File: src/rtl/pwm_capture.sv
// PWM receiver: synchronizes pwm_in and measures period (rise to rise) and
// high time (rise to fall) of each complete cycle, in clk cycles.
//
// state | meaning
// IDLE  | disabled, counter cleared
// ARM   | waiting for the first rise; partial cycle at enable is discarded
// HIGH  | input high, counting toward the fall
// LOW   | input low, counting toward the closing rise
module pwm_capture #(
    parameter int SYNC_STAGES = 2
) (
    input  logic        clk,
    input  logic        rst_n,
    input  logic        enable,
    input  logic        pwm_in,
    output logic        pwm_level,
    output logic [15:0] period_meas,
    output logic [15:0] high_meas,
    output logic        valid,
    output logic        timeout
);

    typedef enum logic [1:0] {
        IDLE = 2'd0,
        ARM  = 2'd1,
        HIGH = 2'd2,
        LOW  = 2'd3
    } state_t;

    state_t                 state_q, state_d;
    logic [SYNC_STAGES-1:0] sync_q;
    logic                   delay_q;
    logic                   rise, fall, at_max;
    logic [15:0]            cnt_q, cnt_d, cnt_inc;
    logic [15:0]            high_cap_q, high_cap_d;
    logic [15:0]            period_d, high_d;
    logic                   valid_d, timeout_d;

    always_ff @(posedge clk or negedge rst_n) begin
        if (!rst_n) begin
            sync_q  <= '0;
            delay_q <= 1'b0;
        end else begin
            sync_q  <= {sync_q[SYNC_STAGES-2:0], pwm_in};
            delay_q <= sync_q[SYNC_STAGES-1];
        end
    end

    assign pwm_level = sync_q[SYNC_STAGES-1];
    assign rise      = pwm_level & ~delay_q;
    assign fall      = ~pwm_level & delay_q;
    assign at_max    = (cnt_q == 16'hFFFF);
    // Saturate so a 65535-cycle high phase still ends in a timeout, never a wrap.
    assign cnt_inc   = at_max ? cnt_q : cnt_q + 16'd1;

    always_comb begin
        state_d    = state_q;
        cnt_d      = cnt_q;
        high_cap_d = high_cap_q;
        period_d   = period_meas;
        high_d     = high_meas;
        valid_d    = 1'b0;
        timeout_d  = 1'b0;
        if (!enable) begin
            state_d = IDLE;
            cnt_d   = 16'd0;
        end else begin
            case (state_q)
                IDLE: begin
                    state_d = ARM;
                    cnt_d   = 16'd0;
                end
                ARM: begin
                    if (rise) begin
                        state_d = HIGH;
                        cnt_d   = 16'd1;
                    end
                end
                HIGH: begin
                    if (fall) begin
                        state_d    = LOW;
                        high_cap_d = cnt_q;
                        cnt_d      = cnt_inc;
                    end else if (at_max) begin
                        state_d   = ARM;
                        cnt_d     = 16'd0;
                        period_d  = 16'd0;
                        high_d    = 16'd0;
                        timeout_d = 1'b1;
                    end else begin
                        cnt_d = cnt_inc;
                    end
                end
                LOW: begin
                    // A full 65535-cycle high phase means the period already exceeds 16 bits.
                    if (rise && (high_cap_q != 16'hFFFF)) begin
                        state_d  = HIGH;
                        period_d = cnt_q;
                        high_d   = high_cap_q;
                        valid_d  = 1'b1;
                        cnt_d    = 16'd1;
                    end else if (rise || at_max) begin
                        state_d   = ARM;
                        cnt_d     = 16'd0;
                        period_d  = 16'd0;
                        high_d    = 16'd0;
                        timeout_d = 1'b1;
                    end else begin
                        cnt_d = cnt_inc;
                    end
                end
                default: begin
                    state_d = IDLE;
                    cnt_d   = 16'd0;
                end
            endcase
        end
    end

    always_ff @(posedge clk or negedge rst_n) begin
        if (!rst_n) begin
            state_q     <= IDLE;
            cnt_q       <= 16'd0;
            high_cap_q  <= 16'd0;
            period_meas <= 16'd0;
            high_meas   <= 16'd0;
            valid       <= 1'b0;
            timeout     <= 1'b0;
        end else begin
            state_q     <= state_d;
            cnt_q       <= cnt_d;
            high_cap_q  <= high_cap_d;
            period_meas <= period_d;
            high_meas   <= high_d;
            valid       <= valid_d;
            timeout     <= timeout_d;
        end
    end

endmodule

File: config.mk
export PLATFORM = sky130hd
export DESIGN_NAME = pwm_capture
export DESIGN_NICKNAME = d
export VERILOG_FILES = /design/src/rtl/pwm_capture.sv
export SDC_FILE = /design/constraint.sdc
export NUM_CORES = 1
export LEC_CHECK = 0
export BUFFER_PORTS_ARGS = -buffer_cell sky130_fd_sc_hd__clkbuf_2
export CAP_MARGIN = 20
export CORE_MARGIN = 2
export CORE_UTILIZATION = 58
export DETAILED_ROUTE_END_ITERATION = 10
export PLACE_DENSITY = 0.88
export SYNTH_ARGS = -nofsm -noshare
export SYNTH_HDL_FRONTEND = slang
export SYNTH_SLANG_ARGS = --single-unit
File: constraint.sdc
create_clock -name clk -period 2.9 [get_ports clk]
set_input_delay 0.29 -clock clk [delete_from_list [all_inputs] [get_ports clk]]
set_output_delay 0.29 -clock clk [all_outputs]
set_load 0.05 [all_outputs]
# Word level (Yosys, flattened, before mapping)
# Index checks and enable logic that the tools add are counted.
# word_totals
out_inout_bits,35
reg_bits,71
wordCells,63
# classes
bitwise,4
n_addsub,1
eq_ne,11
mux,31
reduce_logical,7
# ops
cell,count
16-bit 2-to-1 mux,12
16-bit case mux with 2 select lines,2
16-bit case mux with 4 select lines,1
16-bit by 1-bit adder with 16-bit output (second input constant),1
16-bit equality test (second input constant),1
16-bit inequality test (second input constant),1
2-bit 2-to-1 mux,6
1-bit 2-to-1 mux,8
4-bit inequality test (second input constant),2
2-bit case mux with 4 select lines,1
3-bit inequality test (second input constant),2
3-bit AND reduction,2
5-bit AND reduction,1
2-bit equality test (second input constant),2
2-bit inequality test (second input constant),2
1-bit bitwise AND,2
2-bit by 1-bit equality test with 1-bit output (second input constant),1
2-bit logical NOT,1
1-bit inverter,2
1-bit case mux with 2 select lines,1
2-bit nonzero test,1
1-bit logical AND,1
1-bit logical OR,1

# Longest topological paths before layout
# depth
depth_word,7
mapped_depth,10
ltp_nobuf,10

# Least setup slack after synthesis
# Ideal clock, no wire load.
# synth_timing
path_kind,reg-to-reg
startpoint,register cnt_q[0]
endpoint,register cnt_q[0]
path_buffers,0
slack_ns,0.755
path_stages_with_launch,10
synth_period_minus_slack_ns,2.145
arrival_ns,2.080
required_time_ns,2.835
setup_time_ns,0.065
cell_sequence,dfrtp_1 > ha_1 > nand4_2 > nor4_4 > inv_4 > ha_1 > a211oi_1 > nor2_1 > a21oi_1 > o21a_1
# synth_between
elab_chain_len,6
elab_cells_between_ends,10
# synth_rtl
element,line_no,source
start: declaration,34,"logic [15:0] cnt_q, cnt_d, cnt_inc;"
start signal: assignment,131,cnt_q <= cnt_d;
16-bit by 1-bit adder with 16-bit output or 16-bit equality test (tied branches),"54, 52",
16-bit 2-to-1 mux or 1-bit logical OR (tied branches),"54, 102",
16-bit 2-to-1 mux (on tied branches),"102, 84",
16-bit 2-to-1 mux (on tied branches),"96, 80",
16-bit case mux with 4 select lines *,68,case (state_q)
16-bit 2-to-1 mux *,64,if (!enable) begin
# Every way passes the cells marked *; elsewhere a longest branch is shown, timed or not.
# A chain may end at the register's enable or synchronous reset.

# Worst setup path after layout
# layout_timing
startpoint,register cnt_q[0]
endpoint,register high_meas[0]
# layout_between
elab_chain_len,4
elab_cells_between_ends,5
# layout_rtl
element,line_no,source
16-bit equality test *,52,assign at_max = (cnt_q == 16'hFFFF);
1-bit logical OR,102,end else if (rise || at_max) begin
3-bit inequality test (no line),-,
5-bit AND reduction (no line) *,-,
end signal: assignment,134,high_meas <= high_d;
end: declaration,18,"output logic [15:0] high_meas,"
# Marked as above.

==> reports/qor.txt <==
Hpwl dp -> 4520 um
Peak supply drop -> 0.330 mV
Synth Register Bits -> 71
Leading area contributor after synthesis -> dfrtp_1
Ys async rst share -> 1.00
Layout Cell Area excl Fill -> 0.00380 mm^2
Final Hold Vio Count -> 0
Clock sink count -> 71
First-pass GRT wire length -> 11700 um
CTS tree -> yes
Combinational cell fraction of total power -> 0.071
CP max FO -> 36
Worst Hold Class -> primary input to flip-flop
Setup repair bufs after CTS -> 0
PnR worst setup slack -> 0.484 ns
Fill cells -> 397
Commonest non-fill, non-tap cells in the layout -> 83 x nand2_1, 71 x dfrtp_1, 37 x clkbuf_2
Crit path largest cell delay -> 0.81 ns
Synth area leaders -> dfrtp_1 53%, nand2_1 9.3%, o21ai_2 7.4%
RSZ-0062 raised after global routing -> false
GPL Wtd Cong -> 0.831
Sw power -> 0.524 mW
Die H -> 79.8 um
Internal power -> 1.56 mW
CTS Buffer Depth -> 2
Htree depth -> 3
Initial Utilization -> 0.602
Drt first pass iters -> 5
DRC viols -> 0
Share of layout cells above drive strength 1 -> 0.312
Tmin final -> 2.42 ns
1st-iter DRT viols -> 226
Fin crit share -> 0.833
Footprint of the multi-input gates -> 0.00143 mm^2
CP endpoint kind -> flip-flop
Core area -> 0.00554 mm^2
Clock share of power -> 0.436
Drt via density -> 5.84
CP Launch Type -> flip-flop
Clock Skew -> 0.00962 ns
TritonCTS buffer count -> 9
Number of synthesized flops with an enable pin -> 0
Setup tns final -> 0 ns
DR vias -> 2575
Max Clock Freq -> 414 MHz
Site Rows -> 27
Commonest non-fill, non-tap cell in the layout -> nand2_1
Vias in the first global route -> 2458
Clock slew at reported path FFs -> 0.08 ns
DP Area -> 0.00357 mm^2
Post-synth cell types -> 49
Initial antenna violation count -> 0
GRT Total Usage -> 0.241
Drt wl/cell -> 16.1 um
Sw frac -> 0.252
Post-layout total power -> 2.08 mW
Antenna cells -> 0
CP required -> 3.17 ns
Flop pwr share -> 0.494
Top-area cell type share of the netlist area -> 0.533
Max_cap viols -> 0
Final Net Count -> 370
PD cells -> 548 mW/mm^2
Storage cell area -> 0.00178 mm^2
Status -> complete, no violations
Crit path kind -> flip-flop to flip-flop
Crit path DAT -> 2.69 ns
P_leak -> 1.72 nW
Final slew viol count -> 0
Die Span X -> 79.8 um
Post-CTS Resized -> 0
Cell count after synthesis -> 324
Syn nets -> 330
Total Die Area -> 0.00637 mm^2
Grt ovf -> 0
CP Cell Sequence -> ha_1, nand4_2, nor4_4, inv_4, nor2_4, o21bai_4, buf_12, nand2_1, o21ai_2
Syn. warnings -> 0
Port Buffers -> 38
Clock Tree Root -> clkbuf_8
Final Setup Violations -> 0
Crit path max-delay cell type -> o21bai_4
Worst-Margin Slew -> 0.997 ns
DRT Wirelength -> 7090 um
Final ANT Viol Nets -> 0
Synth-to-Final Area Change -> 14.1%
Cell area after synthesis -> 0.00333 mm^2
Cell family with most CP delay -> compound AO/OA/AOI/OAI gates
Clk_lat worst skew -> 0.35 ns
Post-CTS Hold Fix Bufs -> 0
# IOs -> 39
Primary FF master, synth -> dfrtp_1
Setup WS pre-CTS -> 0.501 ns
Avg Cell Area, Syn -> 10.3 um^2
Buffers & Inverters on Critical Path -> 2
Largest net degree at the start of global routing -> 72
Worst slew margin -> 0.333
Sequential fraction of the synthesis area -> 0.533
[power by group through the flow]
stage	combinational [mW]	clock [mW]	sequential, mW
4_1_cts	0.147	0.916	1.03
6_report	0.147	0.907	1.03
2_1_floorplan	0.112	0	1.03
3_3_place_gp	0.140	0	1.05
5_1_grt	0.164	0.965	1.03
3_5_place_dp	0.145	0	1.05
[metrics by stage]
| step | instances | util | hold slack, ns |
|---|---|---|---|
| floorplan | 324 | - | -0.00559 |
| global placement | 425 | 0.645 | 0.333 |
| detailed placement | 425 | 0.645 | 0.337 |
| CTS | 441 | 0.686 | 0.0404 |
| global route | 441 | 0.686 | 0.0355 |
| finish | 441 | 0.686 | 0.0471 |
[metal layers]
metal | track usage | up-vias | wire length, um
met5 | 0 | - | 0
li1 | - | 1207 | -
met4 | 0.110 | 0 | 108
met2 | 0.401 | 118 | 3470
met1 | 0.308 | 1231 | 3030
met3 | 0.0441 | 19 | 474
[worst paths after layout]
check | start | cells past startpoint | slack, ns | end
worst max register to register | cnt_q[0]$_DFFE_PN0P_ | 9 | 0.48 | high_meas[0]$_DFFE_PN0P_
worst min-delay path | pwm_in | 1 | 0.05 | sync_q[0]$_DFF_PN0_
worst min register to register | sync_q[0]$_DFF_PN0_ | 0 | 0.35 | sync_q[1]$_DFF_PN0_
max in group asynchronous | rst_n | 2 | 2.19 | period_meas[1]$_DFFE_PN0P_
min in group asynchronous | rst_n | 2 | 0.13 | high_meas[11]$_DFFE_PN0P_
worst max-delay path | cnt_q[0]$_DFFE_PN0P_ | 9 | 0.48 | high_meas[0]$_DFFE_PN0P_
[registers in the layout (all words and copies together), names as in the netlist]
signal and flops:
cnt_q 16, delay_q 1, valid 1, high_meas 16, state_q 2, period_meas 16
timeout 1, high_cap_q 16, sync_q 2
[worst reg2reg max path, cell delays in order (launching register included)]
cell	delay [ns]
dfrtp_1	0.44
ha_1	0.28
nand4_2	0.13
nor4_4	0.08
inv_4	0.10
nor2_4	0.06
o21bai_4	0.81
buf_12	0.28
nand2_1	0.10
o21ai_2	0.07
[synth_stat cells (2+ instances only)]
cell type / count
and4_1: 2
o21ai_0: 7
o21ai_1: 4
ha_1: 2
nand4_1: 9
nand3_1: 7
xnor2_1: 5
buf_2: 3
xor2_1: 5
dfrtp_1: 71
o22ai_1: 2
a21oi_1: 5
buf_6: 6
nor2b_1: 2
clkbuf_1: 6
nand4_2: 2
nand2_1: 83
nor2_1: 26
inv_1: 3
mux2_2: 14
o21ai_2: 28
nor3_1: 5
[cell families after synthesis]
kind of cell | Yosys count | synth area share
AO/OA/AOI/OAI | 59 | 0.139
XOR/XNOR | 10 | 0.0263
adder cells (fa/ha/maj) | 2 | 0.00751
buffers and inverters | 20 | 0.0379
flip-flops | 71 | 0.533
multiplexers | 15 | 0.0503
AND/OR/NAND/NOR | 147 | 0.206
[layout make-up]
class	count	share of cell area
Sequential cell	71	0.467
Multi-Input combinational cell	233	0.377
Timing Repair Buffer	45	0.0671
Clock buffer	10	0.0362
Clock inverter	6	0.0244
Tap cell	72	0.0237
Inverter	4	0.00461
(Power assumes the default switching activity.)
